===== src/rtl/ext_mem_router.sv =====
// ext_mem_router: decodes the CPU bus into NUM_REGIONS channels, with per-region minimum wait states, stall and timeout.
// Latency: request in T, strobe T+1..T+1+w, DONE at T+2+w (minimum 2 cycles); decode errors reach DONE at T+1.
// Backpressure: needWait_o stalls the CPU until DONE; chan_needWait_i[sel] extends the strobe up to TIMEOUT cycles.
//
// Ports:
//   clk, rst_n                  clock and asynchronous active-low reset
//   addr_i, re_i, we_i, wdata_i CPU request; sampled only in IDLE
//   rdata_o, needWait_o         CPU read data (valid in DONE) and stall
//   bus_err_o, err_addr_o,      error pulse in DONE, last errored address,
//   err_count_o                 saturating error count
//   chan_addr_o, chan_wdata_o   registered local address and write data, shared by all channels
//   chan_re_o, chan_we_o        one-hot channel strobes
//   chan_rdata_i, chan_needWait_i  per-channel read data and stall
module ext_mem_router #(
  parameter int ADDR_W      = 24,
  parameter int DATA_W      = 16,
  parameter int REGION_BITS = 3,
  parameter int NUM_REGIONS = 4,
  parameter logic [4*(2**REGION_BITS)-1:0] WAIT_CYCLES = 'h0012,
  parameter int TIMEOUT     = 64,
  localparam int LOCAL_W    = ADDR_W - REGION_BITS
) (
  input  logic                          clk,
  input  logic                          rst_n,
  input  logic [ADDR_W-1:0]             addr_i,
  input  logic                          re_i,
  input  logic                          we_i,
  input  logic [DATA_W-1:0]             wdata_i,
  output logic [DATA_W-1:0]             rdata_o,
  output logic                          needWait_o,
  output logic                          bus_err_o,
  output logic [ADDR_W-1:0]             err_addr_o,
  output logic [7:0]                    err_count_o,
  output logic [LOCAL_W-1:0]            chan_addr_o,
  output logic [DATA_W-1:0]             chan_wdata_o,
  output logic [NUM_REGIONS-1:0]        chan_re_o,
  output logic [NUM_REGIONS-1:0]        chan_we_o,
  input  logic [NUM_REGIONS*DATA_W-1:0] chan_rdata_i,
  input  logic [NUM_REGIONS-1:0]        chan_needWait_i
);

  localparam int TW = $clog2(TIMEOUT);

  typedef enum logic [1:0] {S_IDLE, S_ACCESS, S_DONE} state_t;

  state_t                   state_q;
  logic [ADDR_W-1:0]        addr_q;
  logic [DATA_W-1:0]        wdata_q;
  logic [REGION_BITS-1:0]   sel_q;
  logic                     is_wr_q;
  logic [3:0]               wait_cnt_q;
  logic [TW-1:0]            tmo_cnt_q;
  logic [DATA_W-1:0]        rdata_q;
  logic [NUM_REGIONS-1:0]   re_q;
  logic [NUM_REGIONS-1:0]   we_q;
  logic                     bus_err_q;
  logic [ADDR_W-1:0]        err_addr_q;
  logic [7:0]               err_cnt_q;

  // Request decode (IDLE) and selected-channel muxes (ACCESS).
  logic [REGION_BITS-1:0]   req_sel_d;
  logic                     req_bad_d;
  logic [NUM_REGIONS-1:0]   req_onehot_d;
  logic [3:0]               cur_wait_d;
  logic [DATA_W-1:0]        cur_rdata_d;
  logic                     cur_nw_d;
  logic                     access_ok_d;

  assign req_sel_d = addr_i[ADDR_W-1 -: REGION_BITS];
  assign req_bad_d = (re_i & we_i) | (int'(req_sel_d) >= NUM_REGIONS);

  // Loop-based muxes keep unmapped selects from indexing past the channel vectors.
  always_comb begin
    req_onehot_d = '0;
    cur_wait_d   = '0;
    cur_rdata_d  = '0;
    cur_nw_d     = 1'b0;
    for (int i = 0; i < NUM_REGIONS; i++) begin
      req_onehot_d[i] = (int'(req_sel_d) == i);
      if (int'(sel_q) == i) begin
        cur_wait_d  = WAIT_CYCLES[4*i +: 4];
        cur_rdata_d = chan_rdata_i[DATA_W*i +: DATA_W];
        cur_nw_d    = chan_needWait_i[i];
      end
    end
  end

  assign access_ok_d = (wait_cnt_q >= cur_wait_d) && !cur_nw_d;

  // The stall must be combinational in IDLE so the CPU holds in the request cycle.
  assign needWait_o = (state_q == S_ACCESS) | ((state_q == S_IDLE) & (re_i | we_i));

  always_ff @(posedge clk or negedge rst_n) begin
    if (!rst_n) begin
      state_q    <= S_IDLE;
      addr_q     <= '0;
      wdata_q    <= '0;
      sel_q      <= '0;
      is_wr_q    <= 1'b0;
      wait_cnt_q <= '0;
      tmo_cnt_q  <= '0;
      rdata_q    <= '0;
      re_q       <= '0;
      we_q       <= '0;
      bus_err_q  <= 1'b0;
      err_addr_q <= '0;
      err_cnt_q  <= '0;
    end else begin
      bus_err_q <= 1'b0;
      case (state_q)
        S_IDLE: begin
          if (re_i | we_i) begin
            addr_q     <= addr_i;
            wdata_q    <= wdata_i;
            sel_q      <= req_sel_d;
            is_wr_q    <= we_i;
            wait_cnt_q <= '0;
            tmo_cnt_q  <= '0;
            if (req_bad_d) begin
              // Unmapped or read+write: no strobe, report in the following DONE cycle.
              state_q    <= S_DONE;
              bus_err_q  <= 1'b1;
              err_addr_q <= addr_i;
              if (err_cnt_q != 8'hFF) err_cnt_q <= err_cnt_q + 8'd1;
            end else begin
              state_q <= S_ACCESS;
              if (we_i) we_q <= req_onehot_d;
              else      re_q <= req_onehot_d;
            end
          end
        end
        S_ACCESS: begin
          // Saturates at 15, the largest programmable wait, so compare stays valid.
          if (wait_cnt_q != 4'hF) wait_cnt_q <= wait_cnt_q + 4'd1;
          tmo_cnt_q <= tmo_cnt_q + 1'b1;
          if (access_ok_d) begin
            re_q    <= '0;
            we_q    <= '0;
            state_q <= S_DONE;
            if (!is_wr_q) rdata_q <= cur_rdata_d;
          end else if (tmo_cnt_q == TW'(TIMEOUT-1)) begin
            re_q       <= '0;
            we_q       <= '0;
            rdata_q    <= '1;
            bus_err_q  <= 1'b1;
            err_addr_q <= addr_q;
            if (err_cnt_q != 8'hFF) err_cnt_q <= err_cnt_q + 8'd1;
            state_q    <= S_DONE;
          end
        end
        S_DONE:  state_q <= S_IDLE;
        default: state_q <= S_IDLE;
      endcase
    end
  end

  assign rdata_o      = rdata_q;
  assign bus_err_o    = bus_err_q;
  assign err_addr_o   = err_addr_q;
  assign err_count_o  = err_cnt_q;
  assign chan_addr_o  = addr_q[LOCAL_W-1:0];
  assign chan_wdata_o = wdata_q;
  assign chan_re_o    = re_q;
  assign chan_we_o    = we_q;

endmodule

===== config.mk =====
export PLATFORM = sky130hd
export DESIGN_NAME = ext_mem_router
export DESIGN_NICKNAME = d
export VERILOG_FILES = /design/src/rtl/ext_mem_router.sv
export SDC_FILE = /design/constraint.sdc
export NUM_CORES = 1
export LEC_CHECK = 0
export ABC_AREA = 1
export BUFFER_PORTS_ARGS = -buffer_cell sky130_fd_sc_hd__buf_2
export CORE_UTILIZATION = 40
export CTS_CLUSTER_SIZE = 25
export DETAILED_ROUTE_END_ITERATION = 16
export PLACE_DENSITY_LB_ADDON = 0.08
export SYNTH_ARGS = -nofsm -noshare
export SYNTH_HDL_FRONTEND = slang
export SYNTH_SLANG_ARGS = --single-unit

===== constraint.sdc =====
create_clock -name clk -period 2.6 [get_ports clk]
set_clock_uncertainty 0.15 [all_clocks]
set_input_delay 0.52 -clock clk [delete_from_list [all_inputs] [get_ports clk]]
set_output_delay 0.52 -clock clk [all_outputs]
set_load 0.005 [all_outputs]

==> flow_summary.toml <==
[synthesis]
synthDistinctLibCells = 35
postSynthCellCount = 690
yosysSeqAreaShare = 0.484
synth_area_um2 = 5690
yosysWarnings = 0
syn_nets = 807
syn_avg_cell_area_um2 = 8.24
ys_seq_elements = 110

[setup_path]
reg2reg_from = "addr_q[21]"
crit_arrival_ns = 2.44
worst-setup-path-type = "reg -> reg"
rr_worst_depth = 14
end_kind = "register"
start_kind = "register"
critPathRequiredTime_ns = 2.72
crit_fanout = 29
rr_endpoint = "err_addr_o[4]"
ff2ff_setup_slack_ns = 0.28

[pwr]
peakVddDrop_mv = 0.526
power-per-cell-area_nw_per_um2 = 1210
power.total_w = 0.00853
p_leak_nw = 3.82

[clock_network]
cts_hold_buf = 0
cts_buffers = 9
clock_latency_ns = 0.35
cts.sinks = 110
clk_pin_slew_ns = 0.07
root_buffer = "clkbuf_16"
post_cts_resized = 0
clock_path_buffers = 2
cts_tree = "done"
h-tree-depth = 3
cts_setup_buffers = 0

[place]
port_buffers = 206
dp_hpwl_mm = 11.0
place.gp.congestion = 0.853
dpl.cell_count = 1037

[cells_and_area]
multi_input_area_um2 = 2470
mostFrequentLayoutCells = "nand2_1, buf_2, dfrtp_1"
drive_above_1_share = 0.298
seqCellArea_um2 = 2750
layout_commonest_cell = "nand2_1"
nFillCells = 1401
finalNetCount = 985
fin_cells = 1054
area_growth_pct = 23.8

[detailed_routing]
avgViaCountPerCell = 5.06
drt_iter0_markers = 323
num_vias = 5329
ant_nets = 0
wl_per_cell_um = 14.2
routed_wirelength_mm = 15.0
drcViolationCount = 0
first_pass_iters = 4

[sta]
finalHoldViolations = 0
setup_tns_ns = 0
period_share = 0.894
fmax_mhz = 430
maxSlewViolCount = 0
layout_min_cycle_time_ns = 2.32
grt_setup_unrepaired = "false"
setup_viol_count_final = 0
worst_pin_slew_ns = 0.707
slew_headroom = 0.528

[grt]
grt_pass1_vias = 4859
overflow = 0
track_usage = 0.210
antenna_found_initial = 1
grt_pass1_wl_mm = 24.1
grt_max_degree = 43

[min_path]
hp-class = "in -> async"

[floorplan]
start_util = 0.410
core_area_um2 = 13900
ioPinCount = 207
die_y_um = 121
die_w_um = 121
rows = 43
die_area_um2 = 14700

[flow_run]
cap_violations = 0

[outcome]
status = "complete, no violations"
[cell usage after synthesis, drive strengths merged]
cell type | count | area [um^2]
nor3b | 1 | 7.51
nor3 | 6 | 35.0
o31ai | 1 | 7.51
nand4 | 27 | 175
xor2 | 5 | 43.8
inv | 33 | 124
dfrtp | 110 | 2750
nand2 | 289 | 1120
and3 | 1 | 6.26
nor2 | 16 | 119
clkbuf | 11 | 42.5
mux2i | 19 | 190
nand3 | 55 | 285
buf | 42 | 300
nand3b | 16 | 120
ha | 5 | 62.6
xnor2 | 1 | 8.76
o21ai | 41 | 220
a21oi | 5 | 25.0
nor4 | 2 | 12.5
o22ai | 4 | 25.0
[logic make-up after synthesis]
kind of cell,Yosys count,synth area share
mux,19,0.0335
simple gates,413,0.331
compound gates,51,0.0489
flops,110,0.484
buf+inv,86,0.0821
fa+ha+maj,5,0.0110
xor+xnor,6,0.00924
[state kept, by name, summed over array words and instances, names as in the netlist, 6 cells and up]
name          flops
tmo_cnt_q         6
chan_wdata_o     16
rdata_o          16
err_count_o       8
err_addr_o       24
addr_q           24
[through the flow]
stage / worst slack, ns / area, um^2 / hold WS, ns / util
floorplan: 0.0517 / 5690 / 0.0744 / -
global placement: 0.368 / 6760 / 0.306 / 0.487
detailed placement: 0.295 / 6760 / 0.310 / 0.487
CTS: 0.273 / 7040 / 0.0300 / 0.507
global route: 0.104 / 7040 / 0.0515 / 0.507
finish: 0.276 / 7040 / 0.00953 / 0.507
[per-layer routing]
layer | wire length (um) | part of all wire | vias up | track usage
li1 | - | - | 2586 | -
met1 | 6620 | 0.44 | 2563 | 0.282
met2 | 7270 | 0.49 | 171 | 0.342
met3 | 916 | 0.061 | 9 | 0.0479
met4 | 149 | 0.010 | 0 | 0.0525
met5 | 0 | 0 | - | 0
[critical path, cell delays in order, from the launching register on]
cell	delay, ns
dfrtp_1	0.38
inv_1	0.11
nand2_1	0.10
nor2_2	0.12
inv_1	0.05
ha_1	0.27
nand2_1	0.05
nand2_1	0.07
nand2_2	0.09
nor2_8	0.15
nand2_4	0.11
nand2_4	0.24
buf_12	0.21
nand2_1	0.07
o21ai_0	0.07
[where the power goes]
group / leakage (nW) / switching (W) / internal (W)
Clock: 0.137 / 0.000625 / 0.000683
Combinational: 2.29 / 0.00259 / 0.00168
Sequential: 1.39 / 0.000480 / 0.00247
[worst max-delay path by stage]
| stage | from | cells after the start | slack (ns) | end |
|---|---|---|---|---|
| 2_1_floorplan | addr_q[21] | 17 | 0.05 | err_addr_o[17] |
| 3_3_place_gp | addr_q[23] | 13 | 0.37 | err_addr_o[4] |
| 3_5_place_dp | addr_q[21] | 14 | 0.30 | err_addr_o[4] |
| 4_1_cts | addr_q[21] | 14 | 0.27 | err_addr_o[4] |
| 5_1_grt | addr_q[21] | 14 | 0.10 | err_addr_o[7] |
| 6_report | addr_q[21] | 14 | 0.28 | err_addr_o[4] |
[area by class of cell]
| type | instances | share of cell area |
|---|---|---|
| diodes | 1 | 0.000355 |
| clock buffers | 12 | 0.0350 |
| clock inverters | 4 | 0.00444 |
| inverters | 33 | 0.0176 |
| multi-input cells | 494 | 0.351 |
| flip-flops and latches | 110 | 0.391 |
| well taps | 180 | 0.0320 |
| repair buffers | 220 | 0.169 |
Power figures use the tool's default switching activity.
